--- config.mk ---
export PLATFORM = sky130hd
export DESIGN_NAME = axi_lite_master_flat
export DESIGN_NICKNAME = d
export VERILOG_FILES = /design/src/rtl/axi_lite_master_if.sv /design/src/rtl/axi_lite_master.sv /design/src/flat_wrapper.sv
export SDC_FILE = /design/constraint.sdc
export NUM_CORES = 1
export LEC_CHECK = 0
export BUFFER_PORTS_ARGS = -buffer_cell sky130_fd_sc_hd__buf_4
export CORE_ASPECT_RATIO = 0.8
export CORE_MARGIN = 2
export CORE_UTILIZATION = 35
export DETAILED_ROUTE_END_ITERATION = 10
export GPL_TIMING_DRIVEN = 0
export PLACE_DENSITY = 0.64
export SYNTH_ARGS = -nofsm -noshare
export SYNTH_HDL_FRONTEND = slang
export SYNTH_SLANG_ARGS = --single-unit
export TNS_END_PERCENT = 1
--- constraint.sdc ---
create_clock -name aclk -period 6.4 [get_ports aclk]
set_input_delay 1.28 -clock aclk [delete_from_list [all_inputs] [get_ports aclk]]
set_output_delay 1.28 -clock aclk [all_outputs]
set_load 0.005 [all_outputs]
--- src/rtl/axi_lite_master_if.sv ---
// axi_lite_master_if: AXI4-Lite channel bundle between an initiator and the bus.
interface axi_lite_master_if #(
    parameter int ADDR_WIDTH = 32,
    parameter int DATA_WIDTH = 32
);
    logic [ADDR_WIDTH-1:0]   awaddr;
    logic [2:0]              awprot;
    logic                    awvalid;
    logic                    awready;
    logic [DATA_WIDTH-1:0]   wdata;
    logic [DATA_WIDTH/8-1:0] wstrb;
    logic                    wvalid;
    logic                    wready;
    logic [1:0]              bresp;
    logic                    bvalid;
    logic                    bready;
    logic [ADDR_WIDTH-1:0]   araddr;
    logic [2:0]              arprot;
    logic                    arvalid;
    logic                    arready;
    logic [DATA_WIDTH-1:0]   rdata;
    logic [1:0]              rresp;
    logic                    rvalid;
    logic                    rready;
    modport master (
        output awaddr, awprot, awvalid, input awready,
        output wdata, wstrb, wvalid, input wready,
        input bresp, bvalid, output bready,
        output araddr, arprot, arvalid, input arready,
        input rdata, rresp, rvalid, output rready
    );
    modport slave (
        input awaddr, awprot, awvalid, output awready,
        input wdata, wstrb, wvalid, output wready,
        output bresp, bvalid, input bready,
        input araddr, arprot, arvalid, output arready,
        output rdata, rresp, rvalid, input rready
    );
endinterface

--- src/rtl/axi_lite_master.sv ---
// axi_lite_master: single-outstanding AXI4-Lite initiator behind a simple request/response port.
module axi_lite_master #(
    parameter int ADDR_WIDTH = 32,
    parameter int DATA_WIDTH = 32
) (
    input  logic                    aclk,
    input  logic                    arst,
    input  logic                    req_valid,
    output logic                    req_ready,
    input  logic                    req_write,
    input  logic [ADDR_WIDTH-1:0]   req_addr,
    input  logic [DATA_WIDTH-1:0]   req_wdata,
    input  logic [DATA_WIDTH/8-1:0] req_wstrb,
    output logic                    resp_valid,
    output logic [DATA_WIDTH-1:0]   resp_rdata,
    output logic                    resp_err,
    output logic [1:0]              resp_code,
    axi_lite_master_if.master       m_axi
);
    typedef enum logic [2:0] {IDLE, WRITE, WRESP, READ, RRESP, DONE} state_t;
    state_t state, state_n;
    logic aw_done, w_done;
    logic accept, aw_hs, w_hs, b_hs, ar_hs, r_hs;

    assign req_ready    = state == IDLE;
    assign accept       = req_ready && req_valid;
    assign aw_hs        = m_axi.awvalid && m_axi.awready;
    assign w_hs         = m_axi.wvalid && m_axi.wready;
    assign b_hs         = m_axi.bready && m_axi.bvalid;
    assign ar_hs        = m_axi.arvalid && m_axi.arready;
    assign r_hs         = m_axi.rready && m_axi.rvalid;
    assign m_axi.awprot = 3'b000;
    assign m_axi.arprot = 3'b000;

    always_comb begin
        state_n = state;
        case (state)
            IDLE:    state_n = accept ? (req_write ? WRITE : READ) : IDLE;
            // AW and W may complete in either order; the last one closes the phase
            WRITE:   state_n = ((aw_done || aw_hs) && (w_done || w_hs)) ? WRESP : WRITE;
            WRESP:   state_n = b_hs ? DONE : WRESP;
            READ:    state_n = ar_hs ? RRESP : READ;
            RRESP:   state_n = r_hs ? DONE : RRESP;
            default: state_n = IDLE;
        endcase
    end

    always_ff @(posedge aclk or posedge arst)
        if (arst) state <= IDLE;
        else      state <= state_n;

    always_ff @(posedge aclk or posedge arst) begin
        if (arst) begin
            m_axi.awaddr  <= '0;
            m_axi.awvalid <= 1'b0;
            m_axi.wdata   <= '0;
            m_axi.wstrb   <= '0;
            m_axi.wvalid  <= 1'b0;
            m_axi.bready  <= 1'b0;
            m_axi.araddr  <= '0;
            m_axi.arvalid <= 1'b0;
            m_axi.rready  <= 1'b0;
            aw_done       <= 1'b0;
            w_done        <= 1'b0;
            resp_valid    <= 1'b0;
            resp_rdata    <= '0;
            resp_err      <= 1'b0;
            resp_code     <= 2'b00;
        end else begin
            if (accept) begin
                if (req_write) begin
                    m_axi.awaddr <= req_addr;
                    m_axi.wdata  <= req_wdata;
                    m_axi.wstrb  <= req_wstrb;
                end else begin
                    m_axi.araddr <= req_addr;
                end
                m_axi.awvalid <= req_write;
                m_axi.wvalid  <= req_write;
                m_axi.arvalid <= !req_write;
                aw_done       <= 1'b0;
                w_done        <= 1'b0;
            end
            if (aw_hs) begin
                m_axi.awvalid <= 1'b0;
                aw_done       <= 1'b1;
            end
            if (w_hs) begin
                m_axi.wvalid <= 1'b0;
                w_done       <= 1'b1;
            end
            if (ar_hs) m_axi.arvalid <= 1'b0;
            m_axi.bready <= state_n == WRESP;
            m_axi.rready <= state_n == RRESP;
            resp_valid   <= state_n == DONE;
            if (b_hs) begin
                resp_rdata <= '0;
                resp_code  <= m_axi.bresp;
                resp_err   <= m_axi.bresp != 2'b00;
            end
            if (r_hs) begin
                resp_rdata <= m_axi.rdata;
                resp_code  <= m_axi.rresp;
                resp_err   <= m_axi.rresp != 2'b00;
            end
        end
    end
endmodule

--- src/flat_wrapper.sv ---
// flat-port wrapper written by rule: the top's interface ports become plain ports
module axi_lite_master_flat 
#(
    parameter int ADDR_WIDTH = 32,
    parameter int DATA_WIDTH = 32
)
  (aclk, arst, req_valid, req_ready, req_write, req_addr, req_wdata, req_wstrb, resp_valid, resp_rdata, resp_err, resp_code, m_axi_awaddr, m_axi_awprot, m_axi_awvalid, m_axi_awready, m_axi_wdata, m_axi_wstrb, m_axi_wvalid, m_axi_wready, m_axi_bresp, m_axi_bvalid, m_axi_bready, m_axi_araddr, m_axi_arprot, m_axi_arvalid, m_axi_arready, m_axi_rdata, m_axi_rresp, m_axi_rvalid, m_axi_rready);
  axi_lite_master_if #(.ADDR_WIDTH(ADDR_WIDTH), .DATA_WIDTH(DATA_WIDTH)) m_axi_i ();
  input  logic aclk;
  input  logic arst;
  input  logic req_valid;
  output logic req_ready;
  input  logic req_write;
  input  logic [ADDR_WIDTH-1:0] req_addr;
  input  logic [DATA_WIDTH-1:0] req_wdata;
  input  logic [DATA_WIDTH/8-1:0] req_wstrb;
  output logic resp_valid;
  output logic [DATA_WIDTH-1:0] resp_rdata;
  output logic resp_err;
  output logic [1:0] resp_code;
  output wire logic [$bits(m_axi_i.awaddr)-1:0] m_axi_awaddr;
  output wire logic [$bits(m_axi_i.awprot)-1:0] m_axi_awprot;
  output wire logic [$bits(m_axi_i.awvalid)-1:0] m_axi_awvalid;
  input wire logic [$bits(m_axi_i.awready)-1:0] m_axi_awready;
  output wire logic [$bits(m_axi_i.wdata)-1:0] m_axi_wdata;
  output wire logic [$bits(m_axi_i.wstrb)-1:0] m_axi_wstrb;
  output wire logic [$bits(m_axi_i.wvalid)-1:0] m_axi_wvalid;
  input wire logic [$bits(m_axi_i.wready)-1:0] m_axi_wready;
  input wire logic [$bits(m_axi_i.bresp)-1:0] m_axi_bresp;
  input wire logic [$bits(m_axi_i.bvalid)-1:0] m_axi_bvalid;
  output wire logic [$bits(m_axi_i.bready)-1:0] m_axi_bready;
  output wire logic [$bits(m_axi_i.araddr)-1:0] m_axi_araddr;
  output wire logic [$bits(m_axi_i.arprot)-1:0] m_axi_arprot;
  output wire logic [$bits(m_axi_i.arvalid)-1:0] m_axi_arvalid;
  input wire logic [$bits(m_axi_i.arready)-1:0] m_axi_arready;
  input wire logic [$bits(m_axi_i.rdata)-1:0] m_axi_rdata;
  input wire logic [$bits(m_axi_i.rresp)-1:0] m_axi_rresp;
  input wire logic [$bits(m_axi_i.rvalid)-1:0] m_axi_rvalid;
  output wire logic [$bits(m_axi_i.rready)-1:0] m_axi_rready;
  assign m_axi_awaddr = m_axi_i.awaddr;
  assign m_axi_awprot = m_axi_i.awprot;
  assign m_axi_awvalid = m_axi_i.awvalid;
  assign m_axi_i.awready = m_axi_awready;
  assign m_axi_wdata = m_axi_i.wdata;
  assign m_axi_wstrb = m_axi_i.wstrb;
  assign m_axi_wvalid = m_axi_i.wvalid;
  assign m_axi_i.wready = m_axi_wready;
  assign m_axi_i.bresp = m_axi_bresp;
  assign m_axi_i.bvalid = m_axi_bvalid;
  assign m_axi_bready = m_axi_i.bready;
  assign m_axi_araddr = m_axi_i.araddr;
  assign m_axi_arprot = m_axi_i.arprot;
  assign m_axi_arvalid = m_axi_i.arvalid;
  assign m_axi_i.arready = m_axi_arready;
  assign m_axi_i.rdata = m_axi_rdata;
  assign m_axi_i.rresp = m_axi_rresp;
  assign m_axi_i.rvalid = m_axi_rvalid;
  assign m_axi_rready = m_axi_i.rready;
  axi_lite_master #(.ADDR_WIDTH(ADDR_WIDTH), .DATA_WIDTH(DATA_WIDTH)) u_core (.aclk(aclk), .arst(arst), .req_valid(req_valid), .req_ready(req_ready), .req_write(req_write), .req_addr(req_addr), .req_wdata(req_wdata), .req_wstrb(req_wstrb), .resp_valid(resp_valid), .resp_rdata(resp_rdata), .resp_err(resp_err), .resp_code(resp_code), .m_axi(m_axi_i));
endmodule
## Word-level counts from Yosys, hierarchy flattened

Cells that the tools add are included.
Widths: inputs -> output; s select.

| storage, ports and cells | value |
|---|---|
| bits in registers | 146 |
| input bits | 113 |
| output and inout port bits | 148 |

| operators by class | value |
|---|---|
| eq/ne operators | 7 |
| mux-type cells | 21 |
| bitwise logic cells | 1 |
| reduce and logical (&&, ||, !) cells | 19 |

Operator list:

| cell | number |
|---|---|
| $mux 32 | 2 |
| $pmux 3 s5 | 1 |
| $reduce_bool 2->1 | 6 |
| $mux 1 | 11 |
| $eq 3x2->1 const B | 3 |
| $eq 3x3->1 const B | 3 |
| $mux 3 | 3 |
| $mux 2 | 4 |
| $logic_and 1x1->1 | 7 |
| $reduce_and 2->1 | 2 |
| $eq 3x1->1 const B | 1 |
| $logic_not 3->1 | 1 |
| $logic_or 1x1->1 | 2 |
| $logic_not 1->1 | 1 |
| $not 1->1 | 1 |

## Depth between registers and ports, before layout

| depth | value |
|---|---|
| depth in word-level cells | 6 |
| mapped depth | 6 |
| gate-level depth less buffers | 3 |

## Worst setup path after synthesis

OpenSTA, ideal clock, no wires.

| path | value |
|---|---|
| path kind | input-to-reg |
| from | input port req_valid |
| to | register u_core.m_axi.araddr[0] |
| setup time | 0.125 ns |
| arrival | 2.424 ns |
| data required time | 6.275 ns |
| path slack | 3.851 ns |
| cell stages on the path | 4 |
| buffers on the path | 1 |
| path through | or4b_4 > nor2_4 > clkbuf_8 > mux2_2 |

| on the way | value |
|---|---|
| cells in the longest elaborated chain, start to end | 2 |

Ends and longest elaborated chain:

| item | RTL line | text |
|---|---|---|
| start: declaration | flat_wrapper.sv:11 | `input logic req_valid;` |
| $logic_and 1x1->1 | axi_lite_master.sv:26 | `assign accept = req_ready && req_valid;` |
| $reduce_and 2->1 (no source line) | n/a |  |
| end signal: assignment | axi_lite_master.sv:76 | `m_axi.araddr <= req_addr;` |
| end: declaration | axi_lite_master_if.sv:29 | `output araddr, arprot, arvalid, input arready,` |

Every way passes these cells.
A chain may end at the register's enable or synchronous reset.

## Worst setup path in the final report

| path | value |
|---|---|
| from | register u_core.state[0] |
| to | output port req_ready |

| on the way | value |
|---|---|
| cells in the longest elaborated chain, start to end | 1 |

Ends and longest elaborated chain:

| item | RTL line | text |
|---|---|---|
| start: declaration | axi_lite_master.sv:21 | `state_t state, state_n;` |
| start signal: assignment | axi_lite_master.sv:50 | `else state <= state_n;` |
| $logic_not 3->1 | axi_lite_master.sv:25 | `assign req_ready = state == IDLE;` |
| end: declaration | flat_wrapper.sv:12 | `output logic req_ready;` |

Every way passes these cells.

==> results.yml <==
clocking:
  htreeDepth: 4
  cts.reportedPaths.clkPinSlew_ns: 0.06
  post_cts_buffers: 0
  clockBufferDepth: 2
  cts_tree: "yes"
  cts_resized: 0
  cts_hold_buf: 0
  cts.sinks: 146
  numCtsBuffers: 17
  insertion_delay_ns: 0.41
  clock-root-buffer: "clkbuf_16"
synth:
  synth_cell_type_count: 37
  yosys_warnings: 0
  async_reset_ff_share_pct: 100
  yosysSeqAreaShare_pct: 64.3
  syn_area_per_cell_um2: 15.7
  synthesis.area_um2: 5680
  ys_ff_latch: 146
  synth_cells: 362
  ys_dominant_reg_cell: "dfrtp_1"
  synth-edff-count: 0
sta:
  whs_ns: 0.498
  max_freq_mhz: 369
  relSlewSlack_pct: 56.3
  hold_viol: 0
  finalClockSkew_ns: 0.0114
  rsz0062_at_grt: "no"
  maxSlewViolCount: 0
  setup_viol: 0
  min_period_ns: 2.71
  worst_pin_slew_ns: 0.655
  period_share_pct: 42.4
critical_path:
  cp_max_fo: 10
  cpPeakStageDelay_ns: 0.43
  worstReg2RegEnd: "u_core.m_axi.araddr[3]"
  critical_path_class: "reg2out"
  worst-path-stages: 3
  path_cells: "clkbuf_1, nor3_1, buf_4"
  worstPathArrival_ns: 1.43
  cpLargestDelayFamily: "flip-flops"
  crit_slowest_cell: "dfrtp_1"
  r2r_setup_slack_ns: 4.37
  critPathBufInv: 2
  crit_end: "req_ready"
  end_kind: "output pin"
  worst_ep_required_time_ns: 5.12
  r2r_cells: 5
  reg2reg_from: "u_core.state[1]"
  crit_start: "u_core.state[0]"
  crit_path_start_kind: "register"
global_route:
  use_met3_pct: 8.14
  grt_most_used_layer: "met2"
  grt_first_pass_wirelength_um: 23700
  grt_max_degree: 77
  track_usage_pct: 17.4
  met2_usage_pct: 27.2
  first_global_vias: 4436
  gr-total-overflow: 0
  grt_antenna_before_repair: 0
  use_met1_pct: 21.6
floorplanning:
  io_pins: 261
  die_h_um: 118
  dieArea_um2: 17300
  start_util_pct: 35.8
  std_cell_rows: 41
  die_x_um: 146
  core-area_um2: 15900
place:
  portBuffers: 254
  placed_cells: 837
  gp_congestion: 0.807
  dp_hpwl_um: 10700
layout:
  final_util_pct: 54.0
  area_growth_pct: 50.6
  finalNetCount: 754
  drive_above_1_share_pct: 61.8
  diodes: 0
  stdcell_count: 869
routing:
  wl_per_cell_um: 16.7
  vias_per_cell: 4.67
  num_vias: 4054
  initialDrtViolationCount: 138
  drc_errors: 0
  dr.pass1.iters: 4
  final_antenna_net_count: 0
  routed_wl_um: 14500
pwr:
  leakage_nw: 4.28
  peakVddDrop_mv: 0.272
  power.total_w: 0.00423
  power_density_nw_per_um2: 495
outcome:
  status: "finished, final reports clean"
flow_run:
  maxCapViolations: 0
hold_path:
  hold_class: "reg2reg"
==> area by class of cell <==
class | count | area [um^2]
clock inverter | 11 | 175
tap | 215 | 269
multi-input combinational | 193 | 1870
timing repair buffer | 255 | 1930
inverter | 1 | 8.76
buffer | 27 | 169
fill | 1349 | 7300
clock buffer | 21 | 470
sequential | 146 | 3650
==> where the power goes <==
part | internal [W] | switching (W) | total (W)
sequential | 0.00136 | 0.000253 | 0.00161
clock | 0.000688 | 0.000387 | 0.00108
combinational | 0.000995 | 0.000551 | 0.00155
total | 0.00304 | 0.00119 | 0.00423
==> metrics by stage <==
step	setup TNS, ns	setup slack [ns]	area, um^2
finish	0	3.69	8550
global route	0	3.61	8550
CTS	0	3.67	8550
detailed placement	0	3.57	7910
global placement	-41.91	-0.295	7880
floorplan	0	1.20	5700
==> cell families after synthesis <==
logic type / after synthesis / synth area share [%]
AOI/OAI and AO/OA: 55 / 7.75
buffers and inverters: 28 / 3.04
muxes: 102 / 21.5
DFF: 146 / 64.3
other: 1 / 0.0660
and+or+nand+nor: 30 / 3.35
==> cell usage in the layout (no fill, tap or decap), types with 3 or more instances in the layout <==
cell type  instances
a21oi_1            4
a22o_1            34
buf_4            261
buf_6              4
bufinv_16          4
clkbuf_1          14
clkbuf_16         17
clkbuf_8           4
conb_1             6
dfrtp_1          146
inv_6              3
mux2_2            80
mux2_4            20
nand2_1            6
nand2b_1           4
nand3_1            3
nor2_1             5
o21ai_0            7
==> state kept, by name, indices dropped and copies added (netlist names), 2 cells and up <==
signal / count
u_core.resp_rdata: 32
u_core.m_axi.wdata: 32
u_core.state: 3
u_core.m_axi.wstrb: 4
u_core.m_axi.araddr: 32
u_core.resp_code: 2
u_core.m_axi.awaddr: 32
==> worst min path at each step <==
| stage | startpoint | end | slack (ns) | cells past startpoint |
|---|---|---|---|---|
| final | u_core.aw_done | u_core.aw_done | 0.50 | 1 |
| after global routing | u_core.resp_rdata[18] | u_core.resp_rdata[18] | 0.51 | 1 |
| after CTS | u_core.aw_done | u_core.aw_done | 0.50 | 1 |
| after detailed placement | u_core.aw_done | u_core.aw_done | 0.48 | 1 |
| after global placement | u_core.aw_done | u_core.aw_done | 0.48 | 1 |
| after floorplan | u_core.aw_done | u_core.aw_done | 0.46 | 1 |
==> metal layers <==
metal | part of all wire, % | vias up
li1 | - | 1862
met1 | 42 | 2001
met2 | 47 | 179
met3 | 10 | 12
met4 | 1.1 | 0
met5 | 0 | -
==> cell usage after synthesis (3+ instances only) <==
library cell / count / area (um^2)
a21oi_1: 4 / 20.0
mux2_2: 80 / 901
nand2_1: 6 / 22.5
nand3_1: 3 / 15.0
nor2_1: 5 / 18.8
dfrtp_1: 146 / 3650
o21ai_0: 7 / 35.0
nand2b_1: 4 / 25.0
buf_6: 4 / 45.0
clkbuf_1: 13 / 48.8
mux2_4: 20 / 300
buf_4: 7 / 52.6
a22o_1: 34 / 298
(Power assumes the default switching activity.)
